**src/rtl/llsc_resv_table_if.sv**
```systemverilog
// Request/response bundle for the load-linked / store-conditional reservation table.
// One lane per superscalar memory port; lane 0 is oldest in program order.
interface llsc_resv_table_if #(
    parameter int NUM_PORTS = 2
);
    logic [NUM_PORTS-1:0]       req_valid;
    logic [NUM_PORTS-1:0][1:0]  req_op;
    logic [NUM_PORTS-1:0][63:0] req_addr;
    logic [NUM_PORTS-1:0]       sc_done;
    logic [NUM_PORTS-1:0]       sc_success;

    modport master (
        output req_valid, req_op, req_addr,
        input  sc_done, sc_success
    );

    modport slave (
        input  req_valid, req_op, req_addr,
        output sc_done, sc_success
    );
endinterface

```
**src/rtl/llsc_resv_table.sv**
```systemverilog
// LL/SC reservation table: tracks granule reservations from LDL, resolves STC
// success, ages out stale reservations. Ports resolve in program order each cycle.
module llsc_resv_table #(
    parameter int LLSC_SIZE = 4,
    parameter int NUM_PORTS = 2,
    parameter int ADDR_LSB  = 3,
    parameter int TIMEOUT   = 255
) (
    input  logic                           clock,
    input  logic                           reset,
    input  logic                           flush,
    llsc_resv_table_if.slave               bus,
    output logic [$clog2(LLSC_SIZE+1)-1:0] occupancy,
    output logic                           full
);
    localparam int TW = 64 - ADDR_LSB;
    localparam int AW = $clog2(TIMEOUT + 1);
    localparam int OW = $clog2(LLSC_SIZE + 1);
    localparam logic [AW-1:0] AGE_MAX  = AW'(TIMEOUT);
    localparam logic [OW-1:0] SIZE_CNT = OW'(LLSC_SIZE);

    typedef enum logic [1:0] {
        OP_LD  = 2'b00,
        OP_ST  = 2'b01,
        OP_LDL = 2'b10,
        OP_STC = 2'b11
    } op_e;

    logic [LLSC_SIZE-1:0] valid_q, valid_d;
    logic [LLSC_SIZE-1:0] good_q, good_d;
    logic [TW-1:0]        tag_q [LLSC_SIZE];
    logic [TW-1:0]        tag_d [LLSC_SIZE];
    logic [AW-1:0]        age_q [LLSC_SIZE];
    logic [AW-1:0]        age_d [LLSC_SIZE];
    logic [LLSC_SIZE-1:0] touched;
    logic [NUM_PORTS-1:0] done_d, success_d;
    logic [OW-1:0]        occ_d;

    logic [TW-1:0] req_tag;
    logic          hit, free_found;
    int            hit_idx, free_idx, victim_idx;
    logic [AW-1:0] victim_age;

    // Granule offset bits never take part in the tag compare.
    logic addr_unused;
    assign addr_unused = ^{1'b0, bus.req_addr[0][ADDR_LSB-1:0]};

    // NOTE: every variable gets a default at the top so no path leaves one unassigned,
    // which would otherwise infer a latch.
    always_comb begin
        valid_d    = valid_q;
        good_d     = good_q;
        tag_d      = tag_q;
        age_d      = age_q;
        touched    = '0;
        done_d     = '0;
        success_d  = '0;
        occ_d      = '0;
        req_tag    = '0;
        hit        = 1'b0;
        free_found = 1'b0;
        hit_idx    = 0;
        free_idx   = 0;
        victim_idx = 0;
        victim_age = '0;

        // Reservations that already sat at the age limit are dead before any port looks.
        for (int e = 0; e < LLSC_SIZE; e++) begin
            if (valid_q[e] && age_q[e] == AGE_MAX) valid_d[e] = 1'b0;
        end

        // NOTE: blocking assignments here are deliberate: each port must see the
        // table as already modified by the older ports in the same cycle.
        for (int p = 0; p < NUM_PORTS; p++) begin
            if (bus.req_valid[p]) begin
                req_tag = bus.req_addr[p][63:ADDR_LSB];
                hit     = 1'b0;
                hit_idx = 0;
                for (int e = 0; e < LLSC_SIZE; e++) begin
                    if (!hit && valid_d[e] && tag_d[e] == req_tag) begin
                        hit     = 1'b1;
                        hit_idx = e;
                    end
                end

                case (op_e'(bus.req_op[p]))
                    OP_ST: begin
                        for (int e = 0; e < LLSC_SIZE; e++) begin
                            if (valid_d[e] && tag_d[e] == req_tag) valid_d[e] = 1'b0;
                        end
                    end
                    OP_LDL: begin
                        if (hit) begin
                            good_d[hit_idx]  = 1'b1;
                            age_d[hit_idx]   = '0;
                            touched[hit_idx] = 1'b1;
                        end else begin
                            free_found = 1'b0;
                            free_idx   = 0;
                            for (int e = 0; e < LLSC_SIZE; e++) begin
                                if (!free_found && !valid_d[e]) begin
                                    free_found = 1'b1;
                                    free_idx   = e;
                                end
                            end
                            // Oldest entry loses when full; strict compare keeps the lowest index on ties.
                            victim_idx = 0;
                            victim_age = age_d[0];
                            for (int e = 1; e < LLSC_SIZE; e++) begin
                                if (age_d[e] > victim_age) begin
                                    victim_idx = e;
                                    victim_age = age_d[e];
                                end
                            end
                            if (!free_found) free_idx = victim_idx;
                            valid_d[free_idx] = 1'b1;
                            good_d[free_idx]  = 1'b1;
                            tag_d[free_idx]   = req_tag;
                            age_d[free_idx]   = '0;
                            touched[free_idx] = 1'b1;
                        end
                    end
                    OP_STC: begin
                        done_d[p]    = 1'b1;
                        success_d[p] = hit && good_d[hit_idx];
                        if (hit) valid_d[hit_idx] = 1'b0;
                    end
                    default: ;
                endcase
            end
        end

        for (int e = 0; e < LLSC_SIZE; e++) begin
            if (valid_d[e] && !touched[e] && age_d[e] != AGE_MAX) age_d[e] = age_d[e] + AW'(1);
        end

        // A squash wins over everything; STCs still report, but as failures.
        if (flush) begin
            valid_d   = '0;
            good_d    = '0;
            success_d = '0;
        end

        for (int e = 0; e < LLSC_SIZE; e++) begin
            occ_d = occ_d + OW'(valid_d[e]);
        end
    end

    // NOTE: tags and ages are cleared on reset too, so no stale contents are ever observable.
    always_ff @(posedge clock or posedge reset) begin
        if (reset) begin
            valid_q        <= '0;
            good_q         <= '0;
            for (int e = 0; e < LLSC_SIZE; e++) begin
                tag_q[e] <= '0;
                age_q[e] <= '0;
            end
            bus.sc_done    <= '0;
            bus.sc_success <= '0;
            occupancy      <= '0;
            full           <= 1'b0;
        end else begin
            valid_q        <= valid_d;
            good_q         <= good_d;
            tag_q          <= tag_d;
            age_q          <= age_d;
            bus.sc_done    <= done_d;
            bus.sc_success <= success_d;
            occupancy      <= occ_d;
            full           <= (occ_d == SIZE_CNT);
        end
    end
endmodule
```
**src/flat_wrapper.sv**
```systemverilog
// flat-port wrapper written by rule: the top's interface ports become plain ports
module llsc_resv_table_flat 
#(
    parameter int LLSC_SIZE = 4,
    parameter int NUM_PORTS = 2,
    parameter int ADDR_LSB  = 3,
    parameter int TIMEOUT   = 255
)
  (clock, reset, flush, occupancy, full, bus_req_valid, bus_req_op, bus_req_addr, bus_sc_done, bus_sc_success);
  llsc_resv_table_if #(.NUM_PORTS(NUM_PORTS)) bus_i ();
  input  logic clock;
  input  logic reset;
  input  logic flush;
  output logic [$clog2(LLSC_SIZE+1)-1:0] occupancy;
  output logic full;
  input wire logic [$bits(bus_i.req_valid)-1:0] bus_req_valid;
  input wire logic [$bits(bus_i.req_op)-1:0] bus_req_op;
  input wire logic [$bits(bus_i.req_addr)-1:0] bus_req_addr;
  output wire logic [$bits(bus_i.sc_done)-1:0] bus_sc_done;
  output wire logic [$bits(bus_i.sc_success)-1:0] bus_sc_success;
  assign bus_i.req_valid = bus_req_valid;
  assign bus_i.req_op = bus_req_op;
  assign bus_i.req_addr = bus_req_addr;
  assign bus_sc_done = bus_i.sc_done;
  assign bus_sc_success = bus_i.sc_success;
  llsc_resv_table #(.LLSC_SIZE(LLSC_SIZE), .NUM_PORTS(NUM_PORTS), .ADDR_LSB(ADDR_LSB), .TIMEOUT(TIMEOUT)) u_core (.clock(clock), .reset(reset), .flush(flush), .bus(bus_i), .occupancy(occupancy), .full(full));
endmodule
```
**config.mk**
```make
export PLATFORM = sky130hd
export DESIGN_NAME = llsc_resv_table_flat
export DESIGN_NICKNAME = d
export VERILOG_FILES = /design/src/rtl/llsc_resv_table_if.sv /design/src/rtl/llsc_resv_table.sv /design/src/flat_wrapper.sv
export SDC_FILE = /design/constraint.sdc
export NUM_CORES = 1
export LEC_CHECK = 0
export CORE_ASPECT_RATIO = 2
export CORE_MARGIN = 2
export CORE_UTILIZATION = 40
export DETAILED_ROUTE_END_ITERATION = 12
export PLACE_DENSITY = 0.59
export REMOVE_ABC_BUFFERS = 1
export SLEW_MARGIN = 20
export SYNTH_ARGS = -nofsm -noshare
export SYNTH_HDL_FRONTEND = slang
export SYNTH_SLANG_ARGS = --single-unit
```
**constraint.sdc**
```tcl
create_clock -name clock -period 40.8 [get_ports clock]
set_input_delay 8.16 -clock clock [delete_from_list [all_inputs] [get_ports clock]]
set_output_delay 8.16 -clock clock [all_outputs]
set_load 0.05 [all_outputs]
```
==> Word level (Yosys, flattened, before mapping) <==
Cells that the tools add are included.
{ "totals": {"output_inout_bits": 8, "memories": 0, "in_bits": 137, "latchBits": 0, "ram_bits": 0, "rom_bits": 0, "register_bits": 292} }
{ "classes": {"n_addsub": 7, "bitwise_logic": 24, "eq_ne": 23, "shift": 0, "n_reduce_logical": 70, "mul": 0, "mux": 179, "magnitude_cmp": 22, "div": 0} }
{ "ops": {"columns": ["op", "n"], "rows": [
  ["2-to-1 mux 244 bit", 6],
  ["bitwise mux 244 bit", 2],
  ["== test 61 bit", 8],
  ["2-to-1 mux 32 bit", 14],
  ["inverter 32 bit", 8],
  ["demux 61 bit (select 2 bit)", 2],
  ["2-to-1 mux 8 bit", 24],
  ["AND 32 bit", 4],
  ["greater-or-equal comparator 32 x 1 -> 1 bit (second input constant)", 4],
  ["greater-or-equal comparator 32 x 3 -> 1 bit (second input constant)", 4],
  ["less-than comparator 32 x 1 -> 1 bit (second input constant)", 4],
  ["less-than comparator 32 x 4 -> 1 bit (second input constant)", 4],
  ["2-to-1 mux 61 bit", 2],
  ["2-to-1 mux 1 bit", 82],
  ["2-to-1 mux 4 bit", 20],
  ["demux 8 bit (select 2 bit)", 4],
  ["greater-than comparator 8 bit", 6],
  ["logical AND 1 bit", 48],
  ["adder 8 x 1 -> 8 bit (second input constant)", 4],
  ["== test 8 bit (second input constant)", 4],
  ["inequality test 8 bit (second input constant)", 4],
  ["OR 4 bit", 8],
  ["2-to-1 mux 2 bit", 15],
  ["case mux 4 bit (3 select lines)", 2],
  ["other kinds (10)", 42]
]} }

==> Depth between registers and ports, before layout <==
{ "logic_depth": {"depth_word": 112, "ltp_mapped": 71, "ltp_nobuf": 65} }

==> Worst setup path before layout <==
No wires, ideal clock.
{ "synth_timing": {"path_type": "input port to flip-flop", "start": "input bus_req_addr[52]", "end": "register u_core.age_q[11] (netlist name)", "path_buffers": 7, "required_ns": 40.722, "arrival_ns": 17.687, "cell_stages": 52, "setup_slack_ns": 23.035, "cell_sequence": "buf_4 -> xor2_1 -> nor4_1 -> nand4_1 -> nor4_2 -> o2bb2ai_1 -> or3_1 -> buf_4 -> nor2_4 -> clkbuf_1 -> nor3_1 -> ha_1 -> a21o_1 -> a21o_1 -> a21oi_1 -> nor2b_1 -> o21bai_1 -> o41ai_1 -> (+16 left out) -> a21oi_1 -> nor2b_1 -> o21ai_0 -> a22oi_1 -> o21ba_2 -> a211oi_1 -> o2111ai_1 -> a211o_1 -> o21ai_0 -> clkbuf_1 -> nor2_1 -> ha_1 -> and3_1 -> nand2b_1 -> o211ai_1 -> buf_2 -> or3_1 -> a21oi_1"} }
{ "synth_rtl": {"columns": ["element", "line", "rtl"], "rows": [
  ["start: declaration", "flat_wrapper.sv:18", "input wire logic [$bits(bus_i.req_addr)-1:0] bus_req_addr;"],
  ["end signal: assignment", "llsc_resv_table.sv:166", "age_q <= age_d;"],
  ["end: declaration", "llsc_resv_table.sv:33", "logic [AW-1:0] age_q [LLSC_SIZE];"]
]} }

==> summary.md <==
| Metric | Value |
|---|---|
| Post-DRT Antenna Nets | 0 |
| Relative slew margins | 8.94% |
| Routed len/inst | slightly below 40 µm |
| Critical Path RT | a little over 40000 ps |
| Share of layout cells above drive strength 1 | 6.42% |
| Std cell rows | between 100 and 150 |
| Pins over their slew limit | 0 |
| Fin. Hold Viols | 0 |
| Crit. End Element | flip-flop |
| Crit path arrival time | around 23000 ps |
| Setup slack at placement | about 18000 ps |
| CTS Hold Bufs | 0 |
| Starting Density | 40.4% |
| Reg-to-reg setup timing slack | ~22000 ps |
| Drt drc | 0 |
| CP most frequent cell | a21oi_1 |
| Final net count | just over 3000 |
| Minimum clock period | between 20000 and 25000 ps |
| Via count | approximately 24000 |
| Setup crit end | u_core.age_q[23] |
| Pin count of the biggest net entering global routing | around 110 |
| Vias/cell | around 6.4 |
| Longest Clk Path Bufs | 3 |
| #FFs+latches synth | 292 |
| Vias in the first global route | 23400 |
| IO Pins | ~150 |
| Die ar. | around 61000 µm² |
| Htree depth | 1 |
| Area delta synth->final | 13.2% |
| DR pass1 iterations | 8 |
| Launch point of the worst path | bus_req_addr[31] |
| Post-CTS Setup Bufs | 0 |
| Worst-Skew Late Latency | between 600 and 700 ps |
| FF+latch area | 7310 µm² |
| Die span in x | roughly 180 µm |
| Final Wtd Congestion | ~1.1 |
| RR Endpoint | u_core.age_q[23] |
| Post-synthesis instance area | 23400 µm² |
| Worst setup path class | in2reg |
| Leak pwr | 10.8 nW |
| Total CTS buffers | 31 |
| First-pass GRT wire length | slightly below 200000 µm |
| Drt total wl | roughly 140000 µm |
| RSZ-0062 raised after global routing | false |
| Setup tns final | 0 ps |
| Layout Skew | ~23 ps |
| Die height | 346 µm |
| Port bufs | around 140 |
| Main synth FF type | dfrtp_1 |
| Final worst path period share | a little under three fifths |
| FILL cells | roughly 5800 |
| Multi-input combinational cell area | about 15000 µm² |
| Synth Instances | around 2900 |
| Setup crit start kind | input port |
| Final setup viols | 0 |
| Clk slew on worst S/H paths | 70 ps |
| Core area | 58000 µm² |
| CTS tree | built |
| CP max stage delay | approximately 810 ps |
| R2r worst-path depth | 61 |
| Syn_area_per_cell | between 8 and 9 µm² |
| Maximum VDD drop | 0.0000399 V |
| Final worst slack | approximately 18000 ps |
| CTS Root Cell | clkbuf_16 |
| EDFF count, synth | 0 |
| Max Cap Viol | 0 |
| Worst-Margin Slew | around 1400 ps |
| Hold crit path type | reg2reg |
| Total grt overflow | 0 |
| Status | completed |
| Crit-path max FO | 26 |
| Iter 0 DRT Violations | 2839 |
| R2R Path Start | u_core.age_q[25] |
| Worst path slowest cell | xnor2_1 |
| Yosys cell types | 86 |
| Pwr Density | 41.9 nW/µm² |
| Final Core Density | between 40% and 50% |
| Sequential-to-total area share from yosys stat | between 30% and 40% |
| Async S/R FF share, synth | 100% |
| Dpl hpwl | between 100000 and 150000 µm |
| Post_cts resized | 0 |
| Global-route usage over all layers | between 40% and 50% |
| Initial antenna violation count | 6 |
| FMAX | about 44 MHz |
| Clock tree sinks | 292 |
| Synth warn | 0 |
[synth_stat cells (85+ instances only)]
library cell	number	share of area, %
a21oi_1	160	3.4
buf_2	87	1.9
o21ai_0	154	3.3
nand2_1	286	4.6
nor2_1	277	4.4
nand4_1	85	2.3
xnor2_1	190	7.1
inv_1	134	2.1
clkbuf_1	117	1.9
dfrtp_1	292	31
mux2i_1	164	7.0
xor2_1	228	8.5
[placed cells by master (no fill, tap or decap), types with 11 or more instances in the layout]
master           instances
dfrtp_1                292
nand2_1                285
nor2_1                 277
xor2_1                 228
xnor2_1                190
mux2i_1                164
a21oi_1                160
o21ai_0                153
clkdlybuf4s50_1        138
inv_1                  133
nand4_1                 85
buf_4                   83
nor4_1                  76
a31oi_1                 68
ha_1                    53
nor2b_1                 46
nand3_1                 43
o22ai_1                 40
clkbuf_16               31
a221oi_1                27
nor3_1                  24
a21o_1                  18
or4_1                   17
o2bb2ai_1               15
and2_1                  14
nand2b_1                13
or3_1                   12
o21a_1                  11
a22o_1                  11
[critical path: cells and delay by family]
family	cells	cell delay [ps]
buf+inv	2	1000
fa+ha+maj	4	1190
compound gates	23	5990
mux	1	580
simple gates	16	5510
xor+xnor	1	810
[kinds of logic after synthesis]
group | share of synthesized area, %
muxes | 7.41
xor gates and xnor gates | 15.6
AOI/OAI and AO/OA | 15.9
DFF | 31.2
buffers and inverters | 6.81
adders and majority gates | 2.92
and+or+nand+nor | 20.1
[metrics by stage]
stage	total power, mW	hold slack [ps]	instances	instance area [µm²]
final	1.11	585	3676	26500
after global routing	1.13	582	3674	26500
after CTS	1.08	563	3672	26500
after detailed placement	0.766	546	3615	25400
after global placement	0.759	525	3614	25300
after floorplan	0.569	481	2631	22300
[layer usage]
layer	track usage, %	routed length [µm]	up-vias
met5	0	0	-
li1	-	-	10000
met4	55.7	22100	0
met3	10.3	10700	692
met1	43.8	42500	11400
met2	76.0	66300	1597
[power breakdown]
group | total, mW | switching (mW) | internal, mW
clock | 0.322 | 0.142 | 0.180
sequential | 0.396 | 0.0645 | 0.331
combinational | 0.392 | 0.262 | 0.130
[flip-flops by register name, summed over array words and instances (netlist names)]
name / cells
u_core.valid_q: 4
u_core.full: 1
u_core.bus.sc_done: 2
u_core.good_q: 4
u_core.occupancy: 3
u_core.age_q: 32
u_core.tag_q: 244
u_core.bus.sc_success: 2
[worst min-delay path by stage]
stage | start | end | slack, ps | cells past startpoint
after floorplan | u_core.good_q[0] | u_core.bus.sc_success[0] | 480 | 1
after global placement | u_core.good_q[1] | u_core.good_q[1] | 520 | 1
after detailed placement | u_core.good_q[1] | u_core.good_q[1] | 550 | 1
after CTS | u_core.good_q[1] | u_core.good_q[1] | 560 | 1
after global routing | u_core.good_q[1] | u_core.good_q[1] | 580 | 1
final | u_core.good_q[1] | u_core.good_q[1] | 590 | 1
[cell type report]
cell class                 count  area share [%]
inverter                     134            1.93
multi-input combinational   2205            55.1
timing repair buffer         223            7.62
tap                          762            3.60
sequential                   292            27.6
clock buffer                  42            3.38
clock inverter                15           0.727
antenna                        3          0.0283
(Power assumes the default switching activity.)
